==> src/rtl/bundle_accumulator.sv <==
// rtl/bundle_accumulator.sv - per-lane saturating signed majority accumulator with sign resolve
module bundle_accumulator #(
    parameter int DIM    = 32,
    parameter int CNT_W  = 16,
    parameter int BEAT_W = 16
) (
    input  logic                clk,
    input  logic                rst,
    input  logic                start,
    input  logic                sel_valid,
    input  logic [2*DIM-1:0]    sel_bits,
    input  logic                finish,
    input  logic [DIM-1:0]      tie_bits,
    output logic                busy,
    output logic                out_valid,
    output logic [DIM-1:0]      out_bits,
    output logic [BEAT_W-1:0]   beat_cnt,
    output logic                sat_flag
);

    typedef enum logic [1:0] {S_IDLE, S_ACCUM, S_RESOLVE} state_t;

    // Symmetric clamp range: the most negative code is never produced.
    localparam logic signed [CNT_W:0] CNT_MAX = {2'b00, {(CNT_W-1){1'b1}}};
    localparam logic signed [CNT_W:0] CNT_MIN = -CNT_MAX;
    localparam logic [BEAT_W-1:0]     BEAT_MAX = '1;

    state_t                    state_q, state_d;
    logic signed [CNT_W-1:0]   cnt_q [DIM];
    logic signed [CNT_W-1:0]   cnt_d [DIM];
    logic [BEAT_W-1:0]         beat_q, beat_d;
    logic                      sat_q, sat_d;
    logic                      out_valid_q, out_valid_d;
    logic [DIM-1:0]            out_bits_q, out_bits_d;
    logic                      accept;
    logic signed [CNT_W:0]     lane_step;
    logic signed [CNT_W:0]     lane_sum;

    always_comb begin
        state_d     = state_q;
        cnt_d       = cnt_q;
        beat_d      = beat_q;
        sat_d       = sat_q;
        out_valid_d = 1'b0;
        out_bits_d  = out_bits_q;
        lane_step   = '0;
        lane_sum    = '0;
        accept      = sel_valid && (start || (state_q == S_ACCUM));

        // A restart arriving in RESOLVE drops the pending result.
        if (state_q == S_RESOLVE && !start) begin
            out_valid_d = 1'b1;
            for (int i = 0; i < DIM; i++) begin
                out_bits_d[i] = (cnt_q[i] == '0) ? tie_bits[i] : cnt_q[i][CNT_W-1];
            end
        end

        if (start) begin
            for (int i = 0; i < DIM; i++) begin
                cnt_d[i] = '0;
            end
            beat_d = '0;
            sat_d  = 1'b0;
        end

        if (accept) begin
            for (int i = 0; i < DIM; i++) begin
                case (sel_bits[2*i +: 2])
                    2'b01:   lane_step = {{CNT_W{1'b0}}, 1'b1};
                    2'b11:   lane_step = '1;
                    default: lane_step = '0;
                endcase
                lane_sum = {cnt_d[i][CNT_W-1], cnt_d[i]} + lane_step;
                if (lane_sum > CNT_MAX) begin
                    cnt_d[i] = CNT_MAX[CNT_W-1:0];
                    sat_d    = 1'b1;
                end else if (lane_sum < CNT_MIN) begin
                    cnt_d[i] = CNT_MIN[CNT_W-1:0];
                    sat_d    = 1'b1;
                end else begin
                    cnt_d[i] = lane_sum[CNT_W-1:0];
                end
            end
            if (beat_d != BEAT_MAX) begin
                beat_d = beat_d + 1'b1;
            end
        end

        if (start) begin
            state_d = S_ACCUM;
        end else begin
            case (state_q)
                S_ACCUM:   if (finish) state_d = S_RESOLVE;
                S_RESOLVE: state_d = S_IDLE;
                default:   state_d = state_q;
            endcase
        end
    end

    always_ff @(posedge clk) begin
        if (rst) begin
            state_q     <= S_IDLE;
            for (int i = 0; i < DIM; i++) begin
                cnt_q[i] <= '0;
            end
            beat_q      <= '0;
            sat_q       <= 1'b0;
            out_valid_q <= 1'b0;
            out_bits_q  <= '0;
        end else begin
            state_q     <= state_d;
            cnt_q       <= cnt_d;
            beat_q      <= beat_d;
            sat_q       <= sat_d;
            out_valid_q <= out_valid_d;
            out_bits_q  <= out_bits_d;
        end
    end

    assign busy      = (state_q != S_IDLE);
    assign out_valid = out_valid_q;
    assign out_bits  = out_bits_q;
    assign beat_cnt  = beat_q;
    assign sat_flag  = sat_q;

endmodule

==> config.mk <==
export PLATFORM = sky130hd
export DESIGN_NAME = bundle_accumulator
export DESIGN_NICKNAME = d
export VERILOG_FILES = /design/src/rtl/bundle_accumulator.sv
export SDC_FILE = /design/constraint.sdc
export NUM_CORES = 2
export LEC_CHECK = 0
export ABC_AREA = 0
export BUFFER_PORTS_ARGS = -buffer_cell sky130_fd_sc_hd__clkbuf_2
export CORE_MARGIN = 2
export CORE_UTILIZATION = 35
export DETAILED_ROUTE_END_ITERATION = 10
export HOLD_SLACK_MARGIN = 0.1
export PLACE_DENSITY = 0.47
export SYNTH_ARGS = -nofsm -noshare
export SYNTH_HDL_FRONTEND = slang
export SYNTH_SLANG_ARGS = --single-unit
==> constraint.sdc <==
create_clock -name clk -period 10.1 [get_ports clk]
set_input_delay 0.505 -clock clk [delete_from_list [all_inputs] [get_ports clk]]
set_output_delay 0.505 -clock clk [all_outputs]
set_load 0.005 [all_outputs]
==> results.yml <==
die:
  die_h_um: 388
  core_area_um2: 146000
  start_util_pct: 35.4
  rows: 140
  ioPinCount: 152
  die_w_um: 388
  die_area_um2: 150000
critical_path:
  slowest_delay_ns: 0.65
  cp-start-kind: "input pin"
  path_max_fanout: 67
  worstSetupPathType: "input pin to register"
  cp_cell_sequence: "buf_8, buf_4, buf_4, nor2b_1, ha_1, fa_1, a21o_1, a311o_1, a21oi_1, nor3b_1, o22ai_1, or3_1, o211ai_1, nor4_1, nand4_1, nor4_1, nand4_1, o211a_1"
  crit_path_end_kind: "register"
  crit_path_top_delay_cell: "buf_4"
  critical_path_arrival_ns: 6.00
  required_ns: 10.68
clock_network:
  clockRootBuffer: "clkbuf_16"
  hold_buffers: 1
  post_cts_resized: 0
  cts_tree: "built"
  htreeDepth: 3
  max-clock-path-buffers: 3
  clk_latency_ns: 0.68
  numCtsBuffers: 80
  clkSlewWorstSetupHoldPaths_ns: 0.06
  post_cts_buffers: 0
  numClockSinks: 564
sta:
  max_slew_margin_pct: 15.2
  rsz0062_at_grt: "false"
  period_share_pct: 53.6
  worst_pin_slew_ns: 1.27
  hold_viol: 0
  max_freq_ghz: 0.185
  tns_ns: 0
  setup_viol: 0
  slew_viol_final: 0
  final.min_clock_period_ns: 5.42
  skew_ns: 0.0298
place:
  place_area_um2: 53900
  dpl.hpwl_mm: 115
  gp_congestion: 0.869
  portBuffers: 151
logic_synthesis:
  synth.yosys.seq_area_share_pct: 21.9
  synth_seq_cells: 564
  synthesis.nets: 7476
  synth_edf_count: 0
  synth.distinct_cells: 104
  synthArstFlopShare_pct: 0
  synthTopCellsByArea: "dfxtp_1, ha_1, a21oi_1, nor2b_1, o21ai_0"
  synth_top_area_share_pct: 21.9
  netlist_area_um2: 51600
  yosys.area.top_type: "dfxtp_1"
  yosysWarnings: 0
  avgSynthCellArea_um2: 7.54
  ys.flop_type: "dfxtp_1"
  syn_inst: 6843
layout:
  area_delta_synth_final_pct: 9.83
  layout-drive-gt1-share_pct: 6.58
  num-fill-cells: 15300
  layout.nets: 7443
  stdcell_area_um2: 56700
detailed_routing:
  vias: 49900
  drt_pass1_iterations: 7
  drt-vias-per-instance: 5.68
  drc: 0
  routed_wirelength_mm: 161
  drt_iter0_drc: 3004
  antenna_left: 0
  wl_per_cell_um: 18.3
hold_path:
  hold_path_class: "input pin to register"
grt:
  grt_overflow: 0
  grt_antenna_before_repair: 6
  grt_pass1_wl_mm: 261
  grt_pass1_vias: 48200
  grt_usage_pct: 20.8
  grt_max_degree: 173
pwr:
  vdd_drop_max_mv: 0.100
  p_per_area_nw_per_um2: 130
  p_leak_nw: 24.2
job:
  drv_cap: 0
outcome:
  outcome: "finished, final reports clean"
[cells in the mapped netlist (all sizes together) (24+ instances only)]
cell type,number
a2111oi,32
a211o,26
a211oi,100
a21o,130
a21oi,700
a31oi,103
a41oi,42
and2,60
and3,41
clkbuf,284
dfxtp,564
fa,31
ha,501
inv,159
mux2i,27
nand2,396
nand2b,77
nand3,109
nand4,39
nor2,700
nor2b,558
nor3,150
nor4,135
nor4b,44
o211a,24
o211ai,60
o21a,54
o21ai,640
o21bai,45
o221a,30
o22ai,60
o31ai,37
or2,38
or3,57
or4,36
xnor2,241
xor2,152
[through the flow]
step,std cells,utilization [%],total power [mW],hold WS [ns],setup WS [ns]
2_1_floorplan,6843,-,3.90,0.440,4.74
3_3_place_gp,8644,36.9,4.41,0.452,4.00
3_5_place_dp,8644,36.9,4.41,0.458,3.96
4_1_cts,8789,38.8,7.45,0.124,4.72
5_1_grt,8789,38.8,7.77,0.152,4.22
6_report,8790,38.8,7.34,0.185,4.68
[state kept, by name, indices dropped and copies added (netlist names)]
signal     count
out_bits      32
out_valid      1
cnt_q        512
beat_cnt      16
sat_flag       1
state_q        2
[cells by family after synthesis]
logic type               synth area share, %
AND/OR/NAND/NOR                         25.3
AO/OA/AOI/OAI                           28.6
flip-flops                              21.9
adder cells (fa/ha/maj)                 13.4
buffers and inverters                   3.52
XOR/XNOR                                6.67
multiplexers                           0.662
[per-layer routing]
layer / vias to the layer above / GRT usage [%] / share of wire [%]
met1: 23600 / 29.1 / 50
li1: 25300 / - / -
met2: 903 / 34.2 / 45
met3: 151 / 2.09 / 3.4
met5: - / 0 / 0.014
met4: 4 / 4.50 / 1.5
[cell type report]
type / count / area (µm²) / share of cell area [%]
clock inverters: 28 / 405 / 0.716
diodes: 1 / 2.50 / 0.00442
well taps: 1917 / 2400 / 4.23
inverters: 160 / 608 / 1.07
flip-flops and latches: 564 / 11300 / 19.9
repair buffers: 188 / 1120 / 1.97
clock buffers: 116 / 2320 / 4.09
multi-input cells: 5816 / 38500 / 68.0
[critical path, delay by kind of cell]
| family | cells | cell delay, ns |
|---|---|---|
| compound gates | 6 | 1.75 |
| buf+inv | 3 | 1.53 |
| simple gates | 7 | 1.47 |
| fa+ha+maj | 2 | 0.64 |
[cells in the final DEF, fill, tap and decap left out, types with 56 or more instances in the layout]
cell         n
dfxtp_1    564
clkbuf_2   149
xnor2_1    241
a21oi_1    699
a21o_1     129
nor4_1     134
nand3_1    109
o21ai_0    622
and2_1      59
nand2_1    396
nand2b_1    77
or3_1       56
inv_1      159
ha_1       501
nor3_1     148
a31oi_1    103
o22ai_1     60
clkbuf_16   81
xor2_1     152
nor2b_1    558
o211ai_1    60
nor2_1     698
a211oi_1    97
[power by group]
part / leakage (nW) / total [mW] / internal (mW) / switching (mW)
sequential: 4.63 / 2.46 / 2.38 / 0.0861
clock: 1.33 / 2.97 / 1.80 / 1.17
combinational: 18.2 / 1.91 / 0.704 / 1.20
total: 24.2 / 7.34 / 4.88 / 2.46
[final timing paths]
check | startpoint | endpoint | slack [ns] | depth (start not counted)
worst min register to register | cnt_q[12] | cnt_q[12] | 0.46 | 2
worst min-delay path | rst | cnt_q[186] | 0.18 | 2
worst max register to register | cnt_q[352] | sat_flag | 5.31 | 15
worst max-delay path | start | sat_flag | 4.68 | 18
No activity file was read; power rests on OpenSTA's default activity.
